==> config.mk <==
export PLATFORM = sky130hd
export DESIGN_NAME = core_wb_arbiter_flat
export DESIGN_NICKNAME = d
export VERILOG_FILES = /design/src/rtl/core_pkg.sv /design/src/rtl/core_wb_arbiter_if.sv /design/src/rtl/core_wb_prio_arbiter.sv /design/src/rtl/core_wb_arbiter.sv /design/src/flat_wrapper.sv
export SDC_FILE = /design/constraint.sdc
export NUM_CORES = 1
export LEC_CHECK = 0
export CAP_MARGIN = 10
export CORE_ASPECT_RATIO = 0.75
export CORE_MARGIN = 2
export CORE_UTILIZATION = 30
export DETAILED_ROUTE_END_ITERATION = 7
export PLACE_DENSITY = 0.66
export SLEW_MARGIN = 20
export SYNTH_ARGS = -nofsm -noshare
export SYNTH_HDL_FRONTEND = slang
export SYNTH_SLANG_ARGS = --single-unit
==> constraint.sdc <==
create_clock -name clk -period 4.5 [get_ports clk]
set_clock_uncertainty 0.1 [all_clocks]
set_input_delay 0.9 -clock clk [delete_from_list [all_inputs] [get_ports clk]]
set_output_delay 0.9 -clock clk [all_outputs]
set_load 0.02 [all_outputs]
==> src/rtl/core_pkg.sv <==
// Core-wide shared definitions: datapath width and write-back arbiter types.
package core_pkg;

  localparam int XLEN     = 32;
  localparam int WB_N_REQ = 3;

  // Write-back producers, encoded as their index on the arbiter request vector.
  typedef enum logic [1:0] {
    WB_EXE = 2'd0,
    WB_LSU = 2'd1,
    WB_MDU = 2'd2
  } wb_req_e;

  // Width of a pointer that can name any of n requesters.
  function automatic int wb_ptr_w(input int n);
    return (n > 1) ? $clog2(n) : 1;
  endfunction

endpackage

==> src/rtl/core_wb_arbiter_if.sv <==
// Write-back bus: producer valid/ready offers on one side, the register-file
// write port and the in-flight destination mask on the other.
interface core_wb_arbiter_if
  import core_pkg::*;
#(
  parameter int N_REQ      = WB_N_REQ,
  parameter int DATA_WIDTH = XLEN
);

  logic [N_REQ-1:0]                 req_valid;
  logic [N_REQ-1:0][4:0]            req_addr;
  logic [N_REQ-1:0][DATA_WIDTH-1:0] req_data;
  logic [N_REQ-1:0]                 req_ready;

  logic                  rf_we;
  logic [4:0]            rf_addr;
  logic [DATA_WIDTH-1:0] rf_data;
  logic [31:0]           wb_busy;

  // Producer side (execute, load/store, multicycle units and the decode stage).
  modport master (
    output req_valid, req_addr, req_data,
    input  req_ready, rf_we, rf_addr, rf_data, wb_busy
  );

  // Arbiter side.
  modport slave (
    input  req_valid, req_addr, req_data,
    output req_ready, rf_we, rf_addr, rf_data, wb_busy
  );

endinterface

==> src/rtl/core_wb_prio_arbiter.sv <==
// Combinational rotating-priority arbiter: the requester named by ptr has the
// highest priority, followed by ptr+1, ptr+2, ... modulo N_REQ.
// The grant is one-hot, or zero when nothing is requested.
module core_wb_prio_arbiter
  import core_pkg::*;
#(
  parameter  int N_REQ = WB_N_REQ,
  localparam int PTR_W = wb_ptr_w(N_REQ)
) (
  input  logic [N_REQ-1:0] req,
  input  logic [PTR_W-1:0] ptr,
  output logic [N_REQ-1:0] gnt
);

  int   idx;
  logic found;

  // Walk the requesters in priority order starting at ptr; first one wins.
  always_comb begin
    // NOTE: every variable gets a default before any conditional assignment,
    // so no path leaves a value unassigned and no latch is inferred.
    gnt   = '0;
    found = 1'b0;
    idx   = 0;
    for (int k = 0; k < N_REQ; k++) begin
      idx = (int'(ptr) + k) % N_REQ;
      if (!found && req[idx]) begin
        gnt[idx] = 1'b1;
        found    = 1'b1;
      end
    end
  end

endmodule

==> src/rtl/core_wb_arbiter.sv <==
// Write-back arbiter: shares the single register-file write port between the
// execute unit, load/store unit and multicycle MDU. One grant per cycle; the
// winner is registered onto rf_we/rf_addr/rf_data one cycle after handshake.
// wb_busy flags every destination register with a write offered or pending.
//
// Build option: define CORE_WB_RR_EN for round-robin arbitration. Without it,
// priority is fixed LSU > MDU > EXE and no pointer register is built.
module core_wb_arbiter
  import core_pkg::*;
#(
  parameter int N_REQ      = WB_N_REQ,
  parameter int DATA_WIDTH = XLEN
) (
  input logic             clk,
  input logic             rst,
  core_wb_arbiter_if.slave wb
);

  localparam int PTR_W = wb_ptr_w(N_REQ);

  logic [PTR_W-1:0]      ptr;
  logic [N_REQ-1:0]      gnt;
  logic                  xfer;
  logic [4:0]            sel_addr;
  logic [DATA_WIDTH-1:0] sel_data;

  logic                  rf_we_d,   rf_we_q;
  logic [4:0]            rf_addr_d, rf_addr_q;
  logic [DATA_WIDTH-1:0] rf_data_d, rf_data_q;
  logic [31:0]           busy;

  core_wb_prio_arbiter #(
    .N_REQ (N_REQ)
  ) u_prio (
    .req (wb.req_valid),
    .ptr (ptr),
    .gnt (gnt)
  );

  // Grants are suppressed while in reset so nothing is consumed and lost.
  always_comb begin
    wb.req_ready = rst ? '0 : gnt;
    xfer         = |wb.req_ready;
  end

  // Steer the granted requester's destination and result onto the write path.
  always_comb begin
    sel_addr = '0;
    sel_data = '0;
    for (int i = 0; i < N_REQ; i++) begin
      if (gnt[i]) begin
        sel_addr = wb.req_addr[i];
        sel_data = wb.req_data[i];
      end
    end
  end

  // Next write-port value; x0 writes are consumed but never enable the port.
  always_comb begin
    rf_we_d   = xfer && (sel_addr != 5'd0);
    rf_addr_d = xfer ? sel_addr : rf_addr_q;
    rf_data_d = xfer ? sel_data : rf_data_q;
  end

  // Write-port output register, cleared on reset so a captured write is dropped.
  always_ff @(posedge clk) begin
    // NOTE: sequential state uses non-blocking assignment so every flop samples
    // the pre-edge value of its inputs, independent of statement order.
    if (rst) begin
      rf_we_q   <= 1'b0;
      rf_addr_q <= '0;
      rf_data_q <= '0;
    end else begin
      rf_we_q   <= rf_we_d;
      rf_addr_q <= rf_addr_d;
      rf_data_q <= rf_data_d;
    end
  end

`ifdef CORE_WB_RR_EN
  logic [PTR_W-1:0] sel_idx;
  logic [PTR_W-1:0] ptr_d, ptr_q;

  // Index of the granted requester, used to advance the round-robin pointer.
  always_comb begin
    sel_idx = '0;
    for (int i = 0; i < N_REQ; i++) begin
      if (gnt[i]) sel_idx = PTR_W'(i);
    end
  end

  // After a grant to g the pointer moves to g+1 so g drops to lowest priority.
  always_comb begin
    ptr_d = ptr_q;
    if (xfer) begin
      ptr_d = (sel_idx == PTR_W'(N_REQ - 1)) ? '0 : sel_idx + PTR_W'(1);
    end
  end

  // Round-robin pointer register.
  always_ff @(posedge clk) begin
    if (rst) ptr_q <= '0;
    else     ptr_q <= ptr_d;
  end

  assign ptr = ptr_q;
`else
  // A fixed pointer at the LSU gives the order LSU > MDU > EXE.
  assign ptr = PTR_W'(WB_LSU);
`endif

  // In-flight destination mask: offered writes plus the pending output write.
  always_comb begin
    busy = '0;
    for (int i = 0; i < N_REQ; i++) begin
      if (wb.req_valid[i]) busy[wb.req_addr[i]] = 1'b1;
    end
    if (rf_we_q) busy[rf_addr_q] = 1'b1;
    busy[0] = 1'b0;
  end

  assign wb.rf_we   = rf_we_q;
  assign wb.rf_addr = rf_addr_q;
  assign wb.rf_data = rf_data_q;
  assign wb.wb_busy = busy;

endmodule

==> src/flat_wrapper.sv <==
// flat-port wrapper written by rule: the top's interface ports become plain ports
module core_wb_arbiter_flat import core_pkg::*;
#(
  parameter int N_REQ      = WB_N_REQ,
  parameter int DATA_WIDTH = XLEN
)
  (clk, rst, wb_req_valid, wb_req_addr, wb_req_data, wb_req_ready, wb_rf_we, wb_rf_addr, wb_rf_data, wb_wb_busy);
  core_wb_arbiter_if #(.N_REQ(N_REQ), .DATA_WIDTH(DATA_WIDTH)) wb_i ();
  input logic clk;
  input logic rst;
  input wire logic [$bits(wb_i.req_valid)-1:0] wb_req_valid;
  input wire logic [$bits(wb_i.req_addr)-1:0] wb_req_addr;
  input wire logic [$bits(wb_i.req_data)-1:0] wb_req_data;
  output wire logic [$bits(wb_i.req_ready)-1:0] wb_req_ready;
  output wire logic [$bits(wb_i.rf_we)-1:0] wb_rf_we;
  output wire logic [$bits(wb_i.rf_addr)-1:0] wb_rf_addr;
  output wire logic [$bits(wb_i.rf_data)-1:0] wb_rf_data;
  output wire logic [$bits(wb_i.wb_busy)-1:0] wb_wb_busy;
  assign wb_i.req_valid = wb_req_valid;
  assign wb_i.req_addr = wb_req_addr;
  assign wb_i.req_data = wb_req_data;
  assign wb_req_ready = wb_i.req_ready;
  assign wb_rf_we = wb_i.rf_we;
  assign wb_rf_addr = wb_i.rf_addr;
  assign wb_rf_data = wb_i.rf_data;
  assign wb_wb_busy = wb_i.wb_busy;
  core_wb_arbiter #(.N_REQ(N_REQ), .DATA_WIDTH(DATA_WIDTH)) u_core (.clk(clk), .rst(rst), .wb(wb_i));
endmodule
Word level (Yosys, flattened, before mapping):

Index checks and enable logic that the tools add are counted.

* magnitude comparators: 8
* mux-type cells: 24
* bitwise logic cells: 3
* reductions and logical operators: 11

Operator list (number)
* 32-bit 2-to-1 mux: 7
* 32-bit bitwise OR: 3
* 5-bit by 6-bit < comparator with 1-bit output (second input constant): 4
* 1-bit demux with 5-bit select: 4
* 5-bit by 1-bit >= comparator with 1-bit output (second input constant): 4
* 5-bit 2-to-1 mux: 3
* 1-bit logical AND: 7
* 1-bit 2-to-1 mux: 7
* 3-bit 2-to-1 mux: 2
* 5-bit nonzero test: 1
* 3-bit OR reduction: 1
* 1-bit logical NOT: 2
* 2-bit 2-to-1 mux: 1

* bits in registers: 38
* output and inout bits: 73
* word-level logic and storage cells: 49

Logic depth before layout (Yosys ltp):

Gate-level depths: netlist of run 1.

* depth in word-level cells: 12
* gate-level depth with buffers: 7
* depth with buffers taken out: 4

By module:

A second synthesis of run 1 with hierarchy kept.

* cells, all modules: 435
* area total of the unflattened synthesis: 3552.2 um^2

Modules (own cells, without submodules)
* core_wb_arbiter: instances 1, cells each 400, area an instance 3286.9 um^2, sequential area each 760.7 um^2
* core_wb_prio_arbiter: instances 1, cells each 35, area an instance 265.3 um^2, sequential area each 0.0 um^2

Worst setup path before layout of run 1:

Ideal clock, no wire load.

* kind: in2out
* start: input wb_req_valid[2]
* end: output wb_wb_busy[14]
* arrival: 1.912 ns
* data required time: 3.500 ns
* path slack: 1.588 ns
* cell stages on the path: 5
* path buffers: 3
* cell sequence: buf_6 > buf_2 > buf_4 > nand3_1 > o221ai_1

* cells in the longest elaborated chain, start to end: 3

RTL lines
* start: declaration: line flat_wrapper.sv:11 `input wire logic [$bits(wb_i.req_valid)-1:0] wb_req_valid;`
* 32-bit 2-to-1 mux (*): line core_wb_arbiter.sv:116 `if (wb.req_valid[i]) busy[wb.req_addr[i]] = 1'b1;`
* 32-bit bitwise OR (no source line)
* 32-bit 2-to-1 mux (*): line core_wb_arbiter.sv:118 `if (rf_we_q) busy[rf_addr_q] = 1'b1;`
* end: declaration: line flat_wrapper.sv:18 `output wire logic [$bits(wb_i.wb_busy)-1:0] wb_wb_busy;`

Every way passes the cells marked *; elsewhere a longest branch is shown, timed or not.

Worst setup path in the final report of run 1:

* start: input wb_req_addr[3]
* end: output wb_wb_busy[10]

* cells in the longest elaborated chain, start to end: 11
* elaborated cells between the ends (all ways): 12

RTL lines
* start: declaration: line flat_wrapper.sv:12 `input wire logic [$bits(wb_i.req_addr)-1:0] wb_req_addr;`
* 5-bit by 6-bit < comparator with 1-bit output (not written as such) or 5-bit by 1-bit >= comparator with 1-bit output (tied branches): line core_wb_arbiter.sv:116
* 1-bit logical AND (not written as such): line core_wb_arbiter.sv:116
* 1-bit 2-to-1 mux (not written as such): line core_wb_arbiter.sv:116
* 1-bit demux with 5-bit select (*): line core_wb_arbiter.sv:116
* 32-bit 2-to-1 mux (*): line core_wb_arbiter.sv:116
* 32-bit bitwise OR (no source line)
* 32-bit 2-to-1 mux (*): line core_wb_arbiter.sv:116
* 32-bit bitwise OR (no source line)
* 32-bit 2-to-1 mux (*): line core_wb_arbiter.sv:116
* 32-bit bitwise OR (no source line)
* 32-bit 2-to-1 mux (*): line core_wb_arbiter.sv:118

Marks and branches as above.

==> impl_results.md, run 1 <==
* Setup bufs post-CTS at 0
* Crit-path cells: clkdlybuf4s50_1 > nor2b_1 > a22oi_1 > o211ai_1 > clkdlybuf4s50_1
* Routability Congestion at roughly 0.9
* Hold Crit Class: reg2reg
* Post-DR wirelength/cell at 18.81 um
* Count of cell types in the netlist at 42
* Post-DP HPWL at roughly 10 mm
* Core area at 10,290 sq um
* DRT Wirelength at 13.39 mm
* Clock sink total at 38
* FF+latch area at 760.7 sq um
* Most Frequent Cell on Critical Path: clkdlybuf4s50_1
* Syn Area/Cell at 7.693 sq um
* CTS max path bufs at 2
* DIE HEIGHT at 92.91 um
* Max-slew violation count at 0
* Cells after Synth at ~410
* Largest net degree at the start of global routing at 45
* Fin crit share at 89.15%
* Hold wc startpoint: u_core.wb.rf_addr[3]
* Relative slew slack at 48.47%
* WP data required at 3.50 ns
* IO Port Bufs at between 150 and 200
* Worst Tran Pin Value at 0.7713 ns
* Maximum VDD drop at 0.1444 mV
* Cts bufs inserted at 5
* GRT Overall Usage at 23.24%
* Hold path cells at 2
* Cell count after placement at 704
* Initial core utilization at slightly above 30%
* Origin of the critical flop-to-flop path: u_core.wb.rf_data[0]
* Area of the multi-input gates at approximately 2200 sq um
* Fillers at between 900 and 1,000
* Site Rows at 32
* DRC at 0
* Crit-path max cell delay at ~0.67 ns
* Total global routing overflow at 0
* Drt initial violations at about 380
* Synthesized area at 3162 sq um
* Die area at 11,380 sq um
* Mean number of vias per cell at 5.565
* Status: completed
* Nets at about 690
* CTS tree: yes
* # hold bufs at CTS at 0
* Die X at 122.5 um
* Syn_nets at 527
* Most common cell after layout, fill and taps aside: clkdlybuf4s50_1
* Reg clk slew, reported paths at 0.06 ns
* Top Ports at 189
* First-pass GRT wire length at 20.72 mm
* CTS root buf: clkbuf_16
* Top_reg_cell synth: dfxtp_1
* Slowest library cell on the worst path: clkdlybuf4s50_1
* Endpoint class of the critical path: output pin
* Critical R2R Capture: u_core.wb.rf_data[0]
* CP Max Fanout at 8
* Seq cells post-synth at 38
* Hold Vio Cnt, Final at 0
* Initial antenna violation count at 0
* Pwr Density at 222.7 nW/um^2
* Fin cells at 712
* Register area share after synthesis at 24.06%
* Clock Latency Late Sink at roughly 0.27 ns
* H-tree levels at 2
* Cell family with most CP delay: buffers and inverters
* Antenna Cells at 0
* P&R area growth vs syn at 63.67%
* Hold Path Sink: u_core.wb.rf_addr[3]
* Final Critical Period at between 4 and 5 ns
* Setup-failing EPs final at 0
* # Max-Cap Violations at 0
* Warnings from Yosys at 0
* Post-CTS resize count at 0
* R2R depth at 4
* Number of synthesized flops with an enable pin at 0
* First-pass DRT Iterations at 5
* Layout cells sized above 1 at 5.035%
* Number of global-route vias before repair at 3,836
* Worst path arrival time at 3.01 ns
* Startpoint Class: input port
* RSZ-0062 raised after global routing: no
* Static leakage at 1.837 nW
* WS Path Type: in2out
* F_max at 249.3 MHz
* Synth async-reset ratio at 0%
* Worst R2R Setup Slack at 3.46 ns
* Worst path bufs/invs at 2
* Antenna Nets Post-Route at 0
* Via count at 3,962
* Commonest non-fill, non-tap cells in the layout: 184 x clkdlybuf4s50_1, 41 x a22oi_1, 38 x dfxtp_1
* Setup TNS at 0 ns
[synth_stat cells, types with 2 or more instances]
master     n  area (sq um)
o211ai_1   2         15.01
buf_4      3         22.52
nand2b_1  13         81.33
a22oi_2    3         37.54
nand3_1    8         40.04
o21ai_0   32         160.2
buf_2     11         55.05
a22oi_1   41         307.8
or2_2      2         12.51
mux2i_1   16         160.2
and2b_1   18         135.1
nand3b_1   3         22.52
a221o_1    9         90.09
o21ai_1    2         10.01
nor3_1     3         15.01
nor2_1    30         112.6
nand2_1   23         86.33
and2_1     2         12.51
a21oi_1   35         175.2
dfxtp_1   38         760.7
o221ai_1  17         148.9
a211o_1    3         26.28
nor2b_1   22         137.6
clkbuf_1  14         52.55
o22ai_1   11         68.82
nor3b_1   26         195.2
nand4_1    2         12.51
buf_6      7         78.83
buf_1      2         7.510
[how the worst max path moves through the flow]
| stage | from | endpoint | cells past startpoint |
|---|---|---|---|
| 4_1_cts | wb_req_addr[3] | wb_wb_busy[10] | 5 |
| 5_1_grt | wb_req_addr[3] | wb_wb_busy[10] | 5 |
| 6_report | wb_req_addr[3] | wb_wb_busy[10] | 5 |
| 3_5_place_dp | wb_req_addr[3] | wb_wb_busy[10] | 5 |
| 3_3_place_gp | wb_req_addr[3] | wb_wb_busy[10] | 5 |
| 2_1_floorplan | wb_req_valid[2] | wb_wb_busy[14] | 5 |
[layout make-up]
| class | count | share of cell area, % |
|---|---|---|
| timing repair buffer | 195 | 37.04 |
| tap | 136 | 3.288 |
| multi-input combinational | 335 | 42.12 |
| clock buffer | 7 | 2.756 |
| clock inverter | 1 | 0.09671 |
| sequential | 38 | 14.70 |
[metal layers]
| metal | up-vias | part of all wire, % | global-route usage, % |
|---|---|---|---|
| met1 | 1839 | 45 | 32.06 |
| met4 | 0 | 1.2 | 3.927 |
| met3 | 18 | 8.9 | 5.419 |
| met2 | 234 | 45 | 37.22 |
| li1 | 1871 | - | - |
| met5 | - | 0 | 0 |
[per-stage QoR]
step | total power, mW | area, sq um | hold WS, ns | setup slack, ns | util (%)
after floorplan | 0.5846 | 3162 | 0.4551 | 1.588 | -
after global placement | 0.7948 | 5027 | 0.3918 | 0.5898 | 48.86
after detailed placement | 0.7987 | 5027 | 0.3904 | 0.5613 | 48.86
after CTS | 1.158 | 5175 | 0.4098 | 0.5482 | 50.29
after global routing | 1.212 | 5175 | 0.4717 | 0.3879 | 50.29
final | 1.152 | 5175 | 0.4187 | 0.4882 | 50.29
[state kept, by name (all words and copies together), names as in the netlist]
name	count
u_core.wb.rf_addr	5
u_core.wb.rf_data	32
u_core.wb.rf_we	1
[tightest hold or removal path, cell delays in order, from the launching register on]
cell and delay (ns):
dfxtp_1 0.34, nand2_1 0.07, a21oi_1 0.06
[cell families (layout without fill, tap and decap cells)]
group / Yosys count / after routing / share of synthesized area (%)
muxes: 16 / 16 / 5.065
AOI/OAI and AO/OA: 159 / 159 / 34.15
buffers and inverters: 38 / 203 / 7.004
other: 1 / 1 / 0.1186
and+or+nand+nor: 159 / 159 / 29.60
DFF: 38 / 38 / 24.06
[power by group]
group          leakage (nW)  internal, mW  switching, mW
Sequential            0.316         0.361         0.0181
Combinational          1.45         0.217          0.199
Clock                0.0739         0.220          0.138
Total                  1.84         0.798          0.355
Power figures use the tool's default switching activity.
==> run 2: changes to the inputs <==
--- a/config.mk
+++ b/config.mk
@@ -8,9 +8,9 @@
 export CAP_MARGIN = 10
 export CORE_ASPECT_RATIO = 0.75
 export CORE_MARGIN = 2
-export CORE_UTILIZATION = 30
+export CORE_UTILIZATION = 41
 export DETAILED_ROUTE_END_ITERATION = 7
-export PLACE_DENSITY = 0.66
+export PLACE_DENSITY = 0.86
 export SLEW_MARGIN = 20
 export SYNTH_ARGS = -nofsm -noshare
 export SYNTH_HDL_FRONTEND = slang
==> run 2 against run 1 <==
First-iteration DRC count increased by 61%. Die area fell by 26%. Sequential share of layout area up 0.22 points. Maximum frequency is 2.3% higher. Critical path depth unchanged. Cell count is 4.6% lower. Sequential cell count stayed put. Core utilization grew 19 points. Global-route usage up 8.7 points. Via count grew 2.9%.
==> impl_results.md, run 2 (synthesis results as in run 1) <==
* WS Path Type: in2out
* First-pass GRT wire length at 21.22 mm (+2.4%)
* Cell count after placement at 671 (-4.7%)
* Commonest non-fill, non-tap cells in the layout: 185 x clkdlybuf4s50_1, 41 x a22oi_1, 38 x dfxtp_1
* Clock Latency Late Sink at 0.28 ns (about the same)
* Initial antenna violation count at 0 (unchanged)
* Fillers at 616 (-37%)
* Nets at 693 (+0.29%)
* F_max at 255.0 MHz (+2.3%)
* Fin util at 68.92% (+19 points)
* Die X at 105.4 um (-14%)
* Largest net degree at the start of global routing at 67 (+49%)
* Initial core utilization at 42.74% (+12 points)
* Setup bufs post-CTS at 0 (unchanged)
* Reg clk slew, reported paths at 0.08 ns (+0.02 ns)
* Hold wc startpoint: u_core.wb.rf_addr[3]
* Post-DR wirelength/cell at 20.11 um (+6.9%)
* Site Rows at 27 (-16%)
* P&R area growth vs syn at 61.26%
* Pwr Density at 206.0 nW/um^2 (-7.5%)
* Hold Crit Class: reg2reg
* Crit path from: wb_req_addr[0]
* Clock sink total at 38 (unchanged)
* Antenna Cells at 0 (unchanged)
* Relative slew slack at 43.00% (-5.5 points)
* Post-DP HPWL at 10.52 mm (+3.7%)
* Layout cells sized above 1 at 5.363% (+0.33 points)
* Via count at 4,078 (+2.9%)
* Slowest library cell on the worst path: clkdlybuf4s50_1
* Crit-path cells: clkdlybuf4s50_1 > nor2_1 > a22oi_1 > o221ai_1 > clkdlybuf4s50_1
* Maximum VDD drop at 0.1565 mV (+8.3%)
* Area post-placement at 5004 sq um (-0.47%)
* Met2 Track Usage GR at 52.00% (+15 points)
* Cell family with most CP delay: buffers and inverters
* Fin crit share at 87.16% (-2.0 points)
* Area of the multi-input gates at 2180 sq um (unchanged)
* # hold bufs at CTS at 0 (unchanged)
* Mean number of vias per cell at 6.006 (+7.9%)
* Core area at 7398 sq um (-28%)
* Most Frequent Cell on Critical Path: clkdlybuf4s50_1
* Max-slew violation count at 0 (unchanged)
* Drt initial violations at 619 (+61%)
* CTS tree: yes
* FF+latch area at 760.7 sq um (unchanged)
* # Max-Cap Violations at 0 (unchanged)
* Hold Vio Cnt, Final at 0 (unchanged)
* Number of global-route vias before repair at 3,838 (+0.052%)
* CTS max path bufs at 2 (unchanged)
* Worst path bufs/invs at 2 (unchanged)
* DIE HEIGHT at 80.05 um (-14%)
* Status: completed
* GRT Overall Usage at 31.98% (+8.7 points)
* IO Port Bufs at 187 (unchanged)
* Setup-failing EPs final at 0 (unchanged)
* H-tree levels at 2 (unchanged)
* Top Ports at 189 (unchanged)
* Worst path arrival time at 2.92 ns (-0.09 ns)
* RSZ-0062 raised after global routing: no
* Final Critical Period at 3.922 ns (-0.08981 ns)
* CTS root buf: clkbuf_8
* DRC at 0 (unchanged)
* Final hold slack at 0.4233 ns (+0.004592 ns)
* Total global routing overflow at 0 (unchanged)
* Most common cell after layout, fill and taps aside: clkdlybuf4s50_1
* Met1 usage at 41.15% (+9.1 points)
* Endpoint class of the critical path: output pin
* WP data required at 3.50 ns (about the same)
* Setup TNS at 0 ns (unchanged)
* Startpoint Class: input port
* Crit-path max cell delay at 0.67 ns (about the same)
* DRT Wirelength at 13.65 mm (+2.0%)
* Post-route cell area at 5099 sq um (-1.5%)
* Top Usage Layer GRT: met2
* Antenna Nets Post-Route at 0 (unchanged)
* GR Layer Usage met3 at 10.63% (+5.2 points)
* Post-CTS resize count at 0 (unchanged)
* Static leakage at 1.819 nW (-0.95%)
* Origin of the critical flop-to-flop path: u_core.wb.rf_data[19]
* First-pass DRT Iterations at 6 (+1)
* Die area at 8437 sq um (-26%)
* Worst Tran Pin Value at 0.8532 ns (+0.08184 ns)
* Max reg flops at 32 (unchanged)
* Routability Congestion at 0.9947 (+8.2%)
* Fin cells at 679 (-4.6%)
* Cts bufs inserted at 5 (unchanged)
* CP Max Fanout at 7 (-1)
-- run 2: changes by cell type in the layout (fill, tap and decap cells not counted), sizes merged --
cell,before,now
clkinvlp,0,1
buf,11,12
clkdlybuf4s50,184,185
clkbuf,7,6
-- run 2: metal layers --
layer	wire, um	share of wire (%)
met2	6108	45
met4	292	2.1
met5	0	0
met3	1621	12
met1	5630	41
-- run 2: stage by stage --
| step | setup WS, ns | total power [mW] |
|---|---|---|
| after CTS | 0.6185 | 1.050 |
| after floorplan | 1.588 | 0.5846 |
| after global placement | 0.6214 | 0.7982 |
| final | 0.5780 | 1.051 |
| after global routing | 0.4211 | 1.101 |
| after detailed placement | 0.6310 | 0.8024 |
-- run 2: power by group --
group	internal, mW	switching (mW)
registers	0.361	0.0181
logic	0.218	0.207
clock network	0.123	0.124
-- run 2: path summary, 6_finish.rpt --
check	endpoint	slack [ns]	depth (start not counted)
worst max register to register	u_core.wb.rf_data[19]	3.39	4
worst min-delay path	u_core.wb.rf_addr[3]	0.42	2
worst max-delay path	wb_wb_busy[4]	0.58	5
worst min register to register	u_core.wb.rf_addr[3]	0.42	2
-- run 2: tightest hold or removal path, stage by stage, from the launching register on --
cell and delay (ns):
dfxtp_1 0.35, nand2_1 0.07, a21oi_1 0.06
-- run 2: cell type report --
type                    instances  share of cell area (%)
repair buffers                197                   37.99
clock buffers                   6                   1.620
well taps                     101                   2.479
clock inverters                 2                  0.2454
flip-flops and latches         38                   14.92
multi-input cells             335                   42.75
==> run 3: changes to the inputs <==
--- a/config.mk
+++ b/config.mk
@@ -8,9 +8,10 @@
 export CAP_MARGIN = 10
 export CORE_ASPECT_RATIO = 0.75
 export CORE_MARGIN = 2
-export CORE_UTILIZATION = 41
+export CORE_UTILIZATION = 43
 export DETAILED_ROUTE_END_ITERATION = 7
-export PLACE_DENSITY = 0.86
+export DONT_BUFFER_PORTS = 1
+export PLACE_DENSITY = 0.57
 export SLEW_MARGIN = 20
 export SYNTH_ARGS = -nofsm -noshare
 export SYNTH_HDL_FRONTEND = slang
==> run 3 against run 2 <==
Routed wire length down 27%. Design area down 37%. Hold slack better by 0.069 ns. Critical path type is now reg2out. Maximum frequency up 26%.
==> impl_results.md, run 3 (synthesis results as in run 1) <==
* Status: completed
* Worst R2R Setup Slack at 3.27 ns (-0.12 ns)
* Crit-path max cell delay at 0.65 ns (-0.02 ns)
* IO Port Bufs at 0 (-100%)
* CTS max path bufs at 2 (unchanged)
* Commonest non-fill, non-tap cells in the layout: 41 x a22oi_1, 38 x dfxtp_1, 35 x a21oi_1
* Cts bufs inserted at 5 (unchanged)
* Endpoint class of the critical path: output pin
* Via count at 3,212 (-21%)
* Setup TNS at 0 ns (unchanged)
* Internal at 597.5 uW (-15%)
* Maximum VDD drop at 0.1521 mV (-2.8%)
* Max reg flops at 32 (unchanged)
* Area of the multi-input gates at 2180 sq um (unchanged)
* Slowest library cell on the worst path: nor3b_1
* Pwr Density at 271.4 nW/um^2 (+32%)
* Clock sink total at 38 (unchanged)
* Antenna Nets Post-Route at 0 (unchanged)
* WP data required at 3.50 ns (about the same)
* Post-DP HPWL at 7.246 mm (-31%)
* Drt initial violations at 398 (-36%)
* Post-DR wirelength/cell at 20.65 um (+2.7%)
* Site Rows at 27 (unchanged)
* Fin crit share at 69.42% (-18 points)
* Initial antenna violation count at 0 (unchanged)
* # Max-Cap Violations at 0 (unchanged)
* Hold Vio Cnt, Final at 0 (unchanged)
* Worst path arrival time at 2.12 ns (-0.80 ns)
* Startpoint Class: register
* Final hold slack at 0.4921 ns (+0.06878 ns)
* Die X at 103.0 um (-2.3%)
* First-pass GRT wire length at 15.20 mm (-28%)
* Routability Congestion at 1.018 (+2.3%)
* Most common cell after layout, fill and taps aside: a22oi_1
* Initial core utilization at 43.73% (+1.0 points)
* Gate power share at 18.9% (-22 points)
* Relative slew slack at 49.88% (+6.9 points)
* Setup-failing EPs final at 0 (unchanged)
* Max-slew violation count at 0 (unchanged)
* Worst Tran Pin Value at 0.7502 ns (-0.1029 ns)
* Mean number of vias per cell at 6.650 (+11%)
* Sw frac at 30.95% (-2.2 points)
* Fillers at 776 (+26%)
* Total global routing overflow at 0 (unchanged)
* WS Path Type: reg2out
* F_max at 320.1 MHz (+26%)
* # hold bufs at CTS at 0 (unchanged)
* Nets at 497 (-28%)
* Core area at 7229 sq um (-2.3%)
* Die area at 8062 sq um (-4.4%)
* Layout cells sized above 1 at 5.236% (-0.13 points)
* P&R area growth vs syn at 0.8311%
* Crit-path cells: nand2_1 > nor3b_1 > a22oi_1 > o211ai_1
* Sw Pwr at 267.8 uW (-23%)
* FF+latch area at 760.7 sq um (unchanged)
* Setup bufs post-CTS at 0 (unchanged)
* Antenna Cells at 0 (unchanged)
* DRC at 0 (unchanged)
* DRT Wirelength at 9.975 mm (-27%)
* Reg clk slew, reported paths at 0.08 ns (about the same)
* Largest net degree at the start of global routing at 83 (+24%)
* Top Ports at 189 (unchanged)
* CTS root buf: clkbuf_8
* CP Max Fanout at 4 (-3)
* DIE HEIGHT at 78.26 um (-2.2%)
* Hold Crit Class: reg2reg
* CTS tree: yes
* Clock power share at 33.3% (+9.8 points)
* Sequential cell fraction of total power at 47.7% (+12 points)
* Clock Latency Late Sink at 0.28 ns (about the same)
* RSZ-0062 raised after global routing: no
* First-pass DRT Iterations at 5 (-1)
* Static leakage at 1.074 nW (-41%)
* H-tree levels at 2 (unchanged)
* Post-CTS resize count at 0 (unchanged)
* Final Critical Period at 3.124 ns (-0.7981 ns)
* GRT Overall Usage at 23.71% (-8.3 points)
* Number of global-route vias before repair at 2,951 (-23%)
## run 3: cell types whose count changed in the layout (fill, tap and decap cells not counted)
cell and delta:
clkdlybuf4s50_1 -185, buf_4 -9, buf_2 -2, bufinv_16 +1, clkbuf_8 -1, clkinv_2 -1
clkinvlp_4 +1
## run 3: worst max-delay path, delay by kind of cell (launching register included)
kind,cells,cell delay (ns)
flip-flops,1,0.52
AND/OR/NAND/NOR,2,0.82
AO/OA/AOI/OAI,2,0.50
## run 3: final timing paths
path,end,start,cells after the start
min reg2reg,u_core.wb.rf_addr[3],u_core.wb.rf_addr[3],2
min,u_core.wb.rf_addr[3],u_core.wb.rf_addr[3],2
max,wb_wb_busy[10],u_core.wb.rf_we,4
max reg2reg,u_core.wb.rf_data[30],u_core.wb.rf_data[30],4
## run 3: layout make-up
type                            count  share of cell area [%]
Timing Repair Buffer                1                  0.2355
Clock inverter                      3                   1.413
Tap cell                          101                   3.964
Multi-Input combinational cell    335                   68.37
Clock buffer                        5                   2.159
Sequential cell                    38                   23.86
## run 3: power by group through the flow
stage | combinational (mW) | clock [mW] | sequential, mW
5_1_grt | 0.181 | 0.314 | 0.417
3_5_place_dp | 0.161 | 0 | 0.421
4_1_cts | 0.161 | 0.299 | 0.413
3_3_place_gp | 0.162 | 0 | 0.421
6_report | 0.164 | 0.288 | 0.413
2_1_floorplan | 0.174 | 0 | 0.411
## run 3: routing by layer
layer | track usage [%] | share of wire [%] | vias up | wire [um]
met2 | 35.39 | 43 | 245 | 4318
met1 | 31.09 | 41 | 1456 | 4123
met4 | 5.921 | 1.7 | 0 | 170
met3 | 10.60 | 14 | 25 | 1363
met5 | 0 | 0 | - | 0
li1 | - | - | 1486 | -
## run 3: through the flow
step                cell area (sq um)  power, mW  util [%]  setup WS [ns]  std cells
floorplan                        3162     0.5846         -          1.588        411
global placement                 3074     0.5825     42.52          1.622        475
detailed placement               3074     0.5816     42.52          1.658        475
CTS                              3188     0.8736     44.10          1.439        483
global route                     3188     0.9116     44.10          1.234        483
finish                           3188     0.8654     44.10          1.376        483
